==> config.mk <==
export PLATFORM = sky130hd
export DESIGN_NAME = instr_fetch_buffer
export DESIGN_NICKNAME = d
export VERILOG_FILES = /design/src/rtl/fetch_pkg.sv /design/src/rtl/fetch_fifo.sv /design/src/rtl/instr_fetch_buffer.sv
export SDC_FILE = /design/constraint.sdc
export NUM_CORES = 1
export LEC_CHECK = 0
export CORE_MARGIN = 3
export CORE_UTILIZATION = 45
export CTS_CLUSTER_DIAMETER = 200
export DETAILED_ROUTE_END_ITERATION = 8
export GPL_TIMING_DRIVEN = 0
export PLACE_DENSITY = 0.76
export SETUP_SLACK_MARGIN = 0.2
export SYNTH_ARGS = -nofsm -noshare
export SYNTH_HDL_FRONTEND = slang
export SYNTH_HIERARCHICAL = 1
export SYNTH_SLANG_ARGS = --single-unit
==> constraint.sdc <==
create_clock -name clk -period 14.7 [get_ports clk]
set_clock_uncertainty 0.1 [all_clocks]
set_input_delay 4.41 -clock clk [delete_from_list [all_inputs] [get_ports clk]]
set_output_delay 4.41 -clock clk [all_outputs]
set_load 0.02 [all_outputs]
==> src/rtl/fetch_pkg.sv <==
// fetch_pkg: fetch/decode shared widths and the queued instruction entry type
//   ADDR_W        pc / address width
//   INSTR_W       instruction word width
//   fetch_entry_t {instr, pc} as handed from fetch to decode
package fetch_pkg;
  localparam int ADDR_W = 32;
  localparam int INSTR_W = 32;
  typedef struct packed {
    logic [INSTR_W-1:0] instr;
    logic [ADDR_W-1:0]  pc;
  } fetch_entry_t;
endpackage

==> src/rtl/fetch_fifo.sv <==
// fetch_fifo: power-of-2 circular FIFO of fetched entries with synchronous flush
//   clk, rst      clock, synchronous active-high reset
//   push, din     write din (caller guarantees !full)
//   pop, dout     advance head (caller guarantees count != 0); dout is the head
//   flush         empty the FIFO at this edge, overriding push/pop
//   full, count   occupancy status
module fetch_fifo #(
  parameter int DEPTH = 4,
  parameter type entry_t = fetch_pkg::fetch_entry_t
) (
  input  logic                   clk,
  input  logic                   rst,
  input  logic                   push,
  input  logic                   pop,
  input  logic                   flush,
  input  entry_t                 din,
  output entry_t                 dout,
  output logic                   full,
  output logic [$clog2(DEPTH):0] count
);
  localparam int PW = $clog2(DEPTH);
  entry_t mem_q [DEPTH];
  logic [PW-1:0] wr_q, wr_d, rd_q, rd_d;
  logic [PW:0] cnt_q, cnt_d;
  assign dout = mem_q[rd_q];
  assign full = cnt_q == (PW+1)'(DEPTH);
  assign count = cnt_q;
  always_comb begin
    wr_d = wr_q + PW'(push);
    rd_d = rd_q + PW'(pop);
    cnt_d = cnt_q + (PW+1)'(push) - (PW+1)'(pop);
  end
  always_ff @(posedge clk)
    if (push) mem_q[wr_q] <= din;
  always_ff @(posedge clk) begin
    if (rst || flush) begin
      wr_q <= '0;
      rd_q <= '0;
      cnt_q <= '0;
    end else begin
      wr_q <= wr_d;
      rd_q <= rd_d;
      cnt_q <= cnt_d;
    end
  end
endmodule

==> src/rtl/instr_fetch_buffer.sv <==
// instr_fetch_buffer: fetch stage between program_counter and decode with replay-on-full
//   pc / imem_addr           address issued this cycle, forwarded to instruction memory
//   imem_rdata               word for the previous cycle's address
//   ex_jump, ex_jump_addr    execute redirect (flushes the buffer)
//   pc_jump, pc_jump_addr    merged redirect back to program_counter
//   ins_valid/ready/data/pc  decode handshake on the FIFO head
module instr_fetch_buffer #(
  parameter int WIDTH = fetch_pkg::ADDR_W,
  parameter int INSTR_W = fetch_pkg::INSTR_W,
  parameter int DEPTH = 4
) (
  input  logic               clk,
  input  logic               rst,
  input  logic [WIDTH-1:0]   pc,
  output logic [WIDTH-1:0]   imem_addr,
  input  logic [INSTR_W-1:0] imem_rdata,
  input  logic               ex_jump,
  input  logic [WIDTH-1:0]   ex_jump_addr,
  output logic               pc_jump,
  output logic [WIDTH-1:0]   pc_jump_addr,
  output logic               ins_valid,
  input  logic               ins_ready,
  output logic [INSTR_W-1:0] ins_data,
  output logic [WIDTH-1:0]   ins_pc
);
  typedef struct packed {
    logic [INSTR_W-1:0] instr;
    logic [WIDTH-1:0]   pc;
  } entry_t;
  logic [WIDTH-1:0] s1_pc_q;
  logic s1_valid_q, accept, full, replay;
  logic [$clog2(DEPTH):0] count;
  entry_t head;
  // A word that finds the FIFO full is dropped and its pc re-requested, so order is kept
  assign accept = s1_valid_q && !ex_jump;
  assign replay = accept && full;
  assign imem_addr = pc;
  assign pc_jump = !rst && (ex_jump || replay);
  assign pc_jump_addr = ex_jump ? ex_jump_addr : s1_pc_q;
  assign ins_valid = count != '0;
  assign ins_data = head.instr;
  assign ins_pc = head.pc;
  // Requests issued in a redirecting cycle are wrong-path and never captured
  always_ff @(posedge clk) begin
    s1_pc_q <= pc;
    s1_valid_q <= rst ? 1'b0 : !pc_jump;
  end
  fetch_fifo #(.DEPTH(DEPTH), .entry_t(entry_t)) u_fifo (
    .clk(clk),
    .rst(rst),
    .push(accept && !full),
    .pop(ins_valid && ins_ready),
    .flush(ex_jump),
    .din('{instr: imem_rdata, pc: s1_pc_q}),
    .dout(head),
    .full(full),
    .count(count)
  );
endmodule
==> reports/metrics.yaml <==
status:
  status: "finished clean"
final_layout:
  syn_to_final_growth_pct: 35.80
  fin_cells: 1095
  layout.nets: 857
  final_cell_area_um2: 15120
  diodes: 0
  nFillCells: 1638
  drive_gt1_frac: 0.2706
cts:
  cts_inserted_buffers: 30
  postCtsSetupBuffers: 0
  cts_root_buffer: "clkbuf_16"
  ctsHoldBuffers: 0
  cts_repair_resize_count: 0
  clkLatencyLatePin_ns: 0.53
  clk_pin_slew_worst_paths_ns: 0.06
  cts_tree: "yes"
  cts_buffer_depth: 3
  h-tree-depth: 1
  cts_sinks: 296
placed_design:
  dp_cells: 1039
  port_buffers: 229
  dpl-instance-area_um2: 14070
  post-dp-hpwl_um: 15320
  gp_congestion: 0.7323
power_and_ir_drop:
  power_density_nw_per_um2: 123.4
  seqPwrFrac: 0.500
  ir_drop_uv: 79.98
  clock_power_share: 0.422
  combinationalPowerShare: 0.078
  p_int_mw: 1.498
  switchingPower_mw: 0.3674
  power.total_mw: 1.865
  sw_frac_of_total: 0.1970
  p_leak_nw: 5.138
floorplan:
  fp.dieH_um: 163.3
  dieArea_um2: 26660
  start_util: 0.4659
  rows: 56
  die_w_um: 163.3
  io_pins: 230
  core_area_um2: 23890
worst_setup_path:
  critPathMaxFanout: 10
  worstPathRequired_ns: 10.19
  worstPathArrival_ns: 6.31
  cp-start-kind: "primary input"
  crit_path_end_kind: "output pin"
  r2r_start: "u_fifo/count[1]"
  path_class: "primary input to output pin"
  startpoint: "ex_jump"
synth:
  synth.distinct_cells: 24
  synth_area_per_cell_um2: 23.48
  synth-edff-count: 256
  ys_ff_latch: 296
  yosys.area_share.simple: 0.009667
  syn_nets: 579
  yosys_warnings: 6
  synthAdderAreaFrac: 0.006295
  synth_top_family_by_area: "multiplexers"
  synth_cells: 474
  synth_compound_area_frac: 0.0007869
  synthXorXnorAreaFrac: 0.003710
  async_flop_share: 0
  synthMuxAreaShare: 0.1727
  ys.flop_type: "edfxtp_1"
  ys_seq_area_frac: 0.7626
  syn_area_um2: 11130
global_routing:
  antenna_found_initial: 0
  grt_usage: 0.1667
  grt_max_degree: 44
  grt_pass1_wl_um: 34460
  grt_pass1_vias: 6216
  grt_remaining_overflow: 0
route:
  vias: 5563
  first_pass_iters: 4
  drcViolationCount: 0
  via_per_inst: 5.080
  routed_wl_um: 22280
  drtAntennaViolNets: 0
  drt-wirelength-per-cell_um: 20.34
  drtIter0Drc: 307
min_path:
  hp-start: "s1_pc_q[16]"
  hold_class: "flop to flop"
timing:
  hold_viol: 0
  setup_violations: 0
  tightest_slew_ns: 0.7066
  drv_slew: 0
  slew_headroom: 0.5278
  period_share: 0.7360
  fin_crit_ns: 10.82
  rsz0062_at_grt: "false"
  fmax_mhz: 92.43
flow_run:
  cap_violations: 0
sequential cells by signal, indices dropped and copies added, names as in the netlist:
signal        count
u_fifo/mem_q    256
s1_pc_q          32
u_fifo/wr_q       2
u_fifo/rd_q       2
u_fifo/count      3
s1_valid_q        1
Yosys cell counts (4+ instances only):
master    instances  area, um^2
ha_1              4       50.05
buf_12            9       180.2
and2_1            5       31.28
edfxtp_1        256        7687
inv_1             4       15.01
buf_2             7       35.03
mux2_2            4       45.04
nor3_1            4       20.02
mux2_4           28       420.4
buf_4            32       240.2
dfxtp_1          40       800.8
mux4_1            4       105.1
mux4_2           60        1351
critical path, stage by stage:
cell,delay [ns]
clkdlybuf4s50_1,0.60
buf_6,0.24
buf_12,0.18
mux2_4,0.30
clkdlybuf4s50_1,0.56
worst paths after layout:
check | cells after the start | end | slack [ns]
worst min-delay path | 0 | u_fifo/mem_q[0][16] | 0.40
worst max register to register | 7 | u_fifo/mem_q[0][28] | 11.94
worst min register to register | 0 | u_fifo/mem_q[0][16] | 0.40
worst max-delay path | 5 | pc_jump_addr[19] | 3.88
cell families (layout without fill, tap and decap cells):
family / Yosys count / count (layout)
buffers and inverters: 54 / 356
xor gates and xnor gates: 3 / 3
AOI/OAI and AO/OA: 1 / 1
adders and majority gates: 5 / 5
muxes: 96 / 96
DFF: 296 / 296
and+or+nand+nor: 19 / 19
power groups by stage:
stage	Combinational, mW	Clock (mW)	Sequential, mW
after floorplan	0.0678	0	0.948
after global placement	0.142	0	0.951
after detailed placement	0.147	0	0.950
after CTS	0.148	0.804	0.933
after global routing	0.154	0.837	0.934
final	0.146	0.787	0.932
cell usage in the layout, fill, tap and decap left out, drive strengths merged, types with 3 or more instances in the layout:
cell           instances
edfxtp               256
clkdlybuf4s50        229
buf                   67
mux4                  64
clkbuf                46
dfxtp                 40
mux2                  32
and2                   5
clkinv                 5
bufinv                 4
inv                    4
ha                     4
nor3                   4
nor3b                  3
nor2                   3
area by class of cell:
cell class	instances	area, um^2	area share
clock inverters	10	156.4	0.01035
clock buffers	46	893.4	0.05910
inverters	4	15.01	0.0009933
multi-input cells	124	2172	0.1437
flip-flops and latches	296	8488	0.5615
well taps	319	399.1	0.02641
plain buffers	50	478.0	0.03162
repair buffers	246	2514	0.1663
routing by layer:
layer	global-route usage	share of wire
met1	0.2133	0.40
met2	0.2923	0.51
met3	0.04185	0.078
met4	0.03268	0.015
met5	0	0
stage by stage:
step	setup TNS, ns	util	setup WS (ns)	hold slack [ns]
floorplan	0	-	4.163	0.3563
global placement	-21.79	0.5785	-0.3479	0.3788
detailed placement	0	0.5887	3.858	0.3856
CTS	0	0.6326	3.856	0.3939
global route	0	0.6326	3.822	0.4247
finish	0	0.6326	3.881	0.4004
Power figures use the tool's default switching activity.
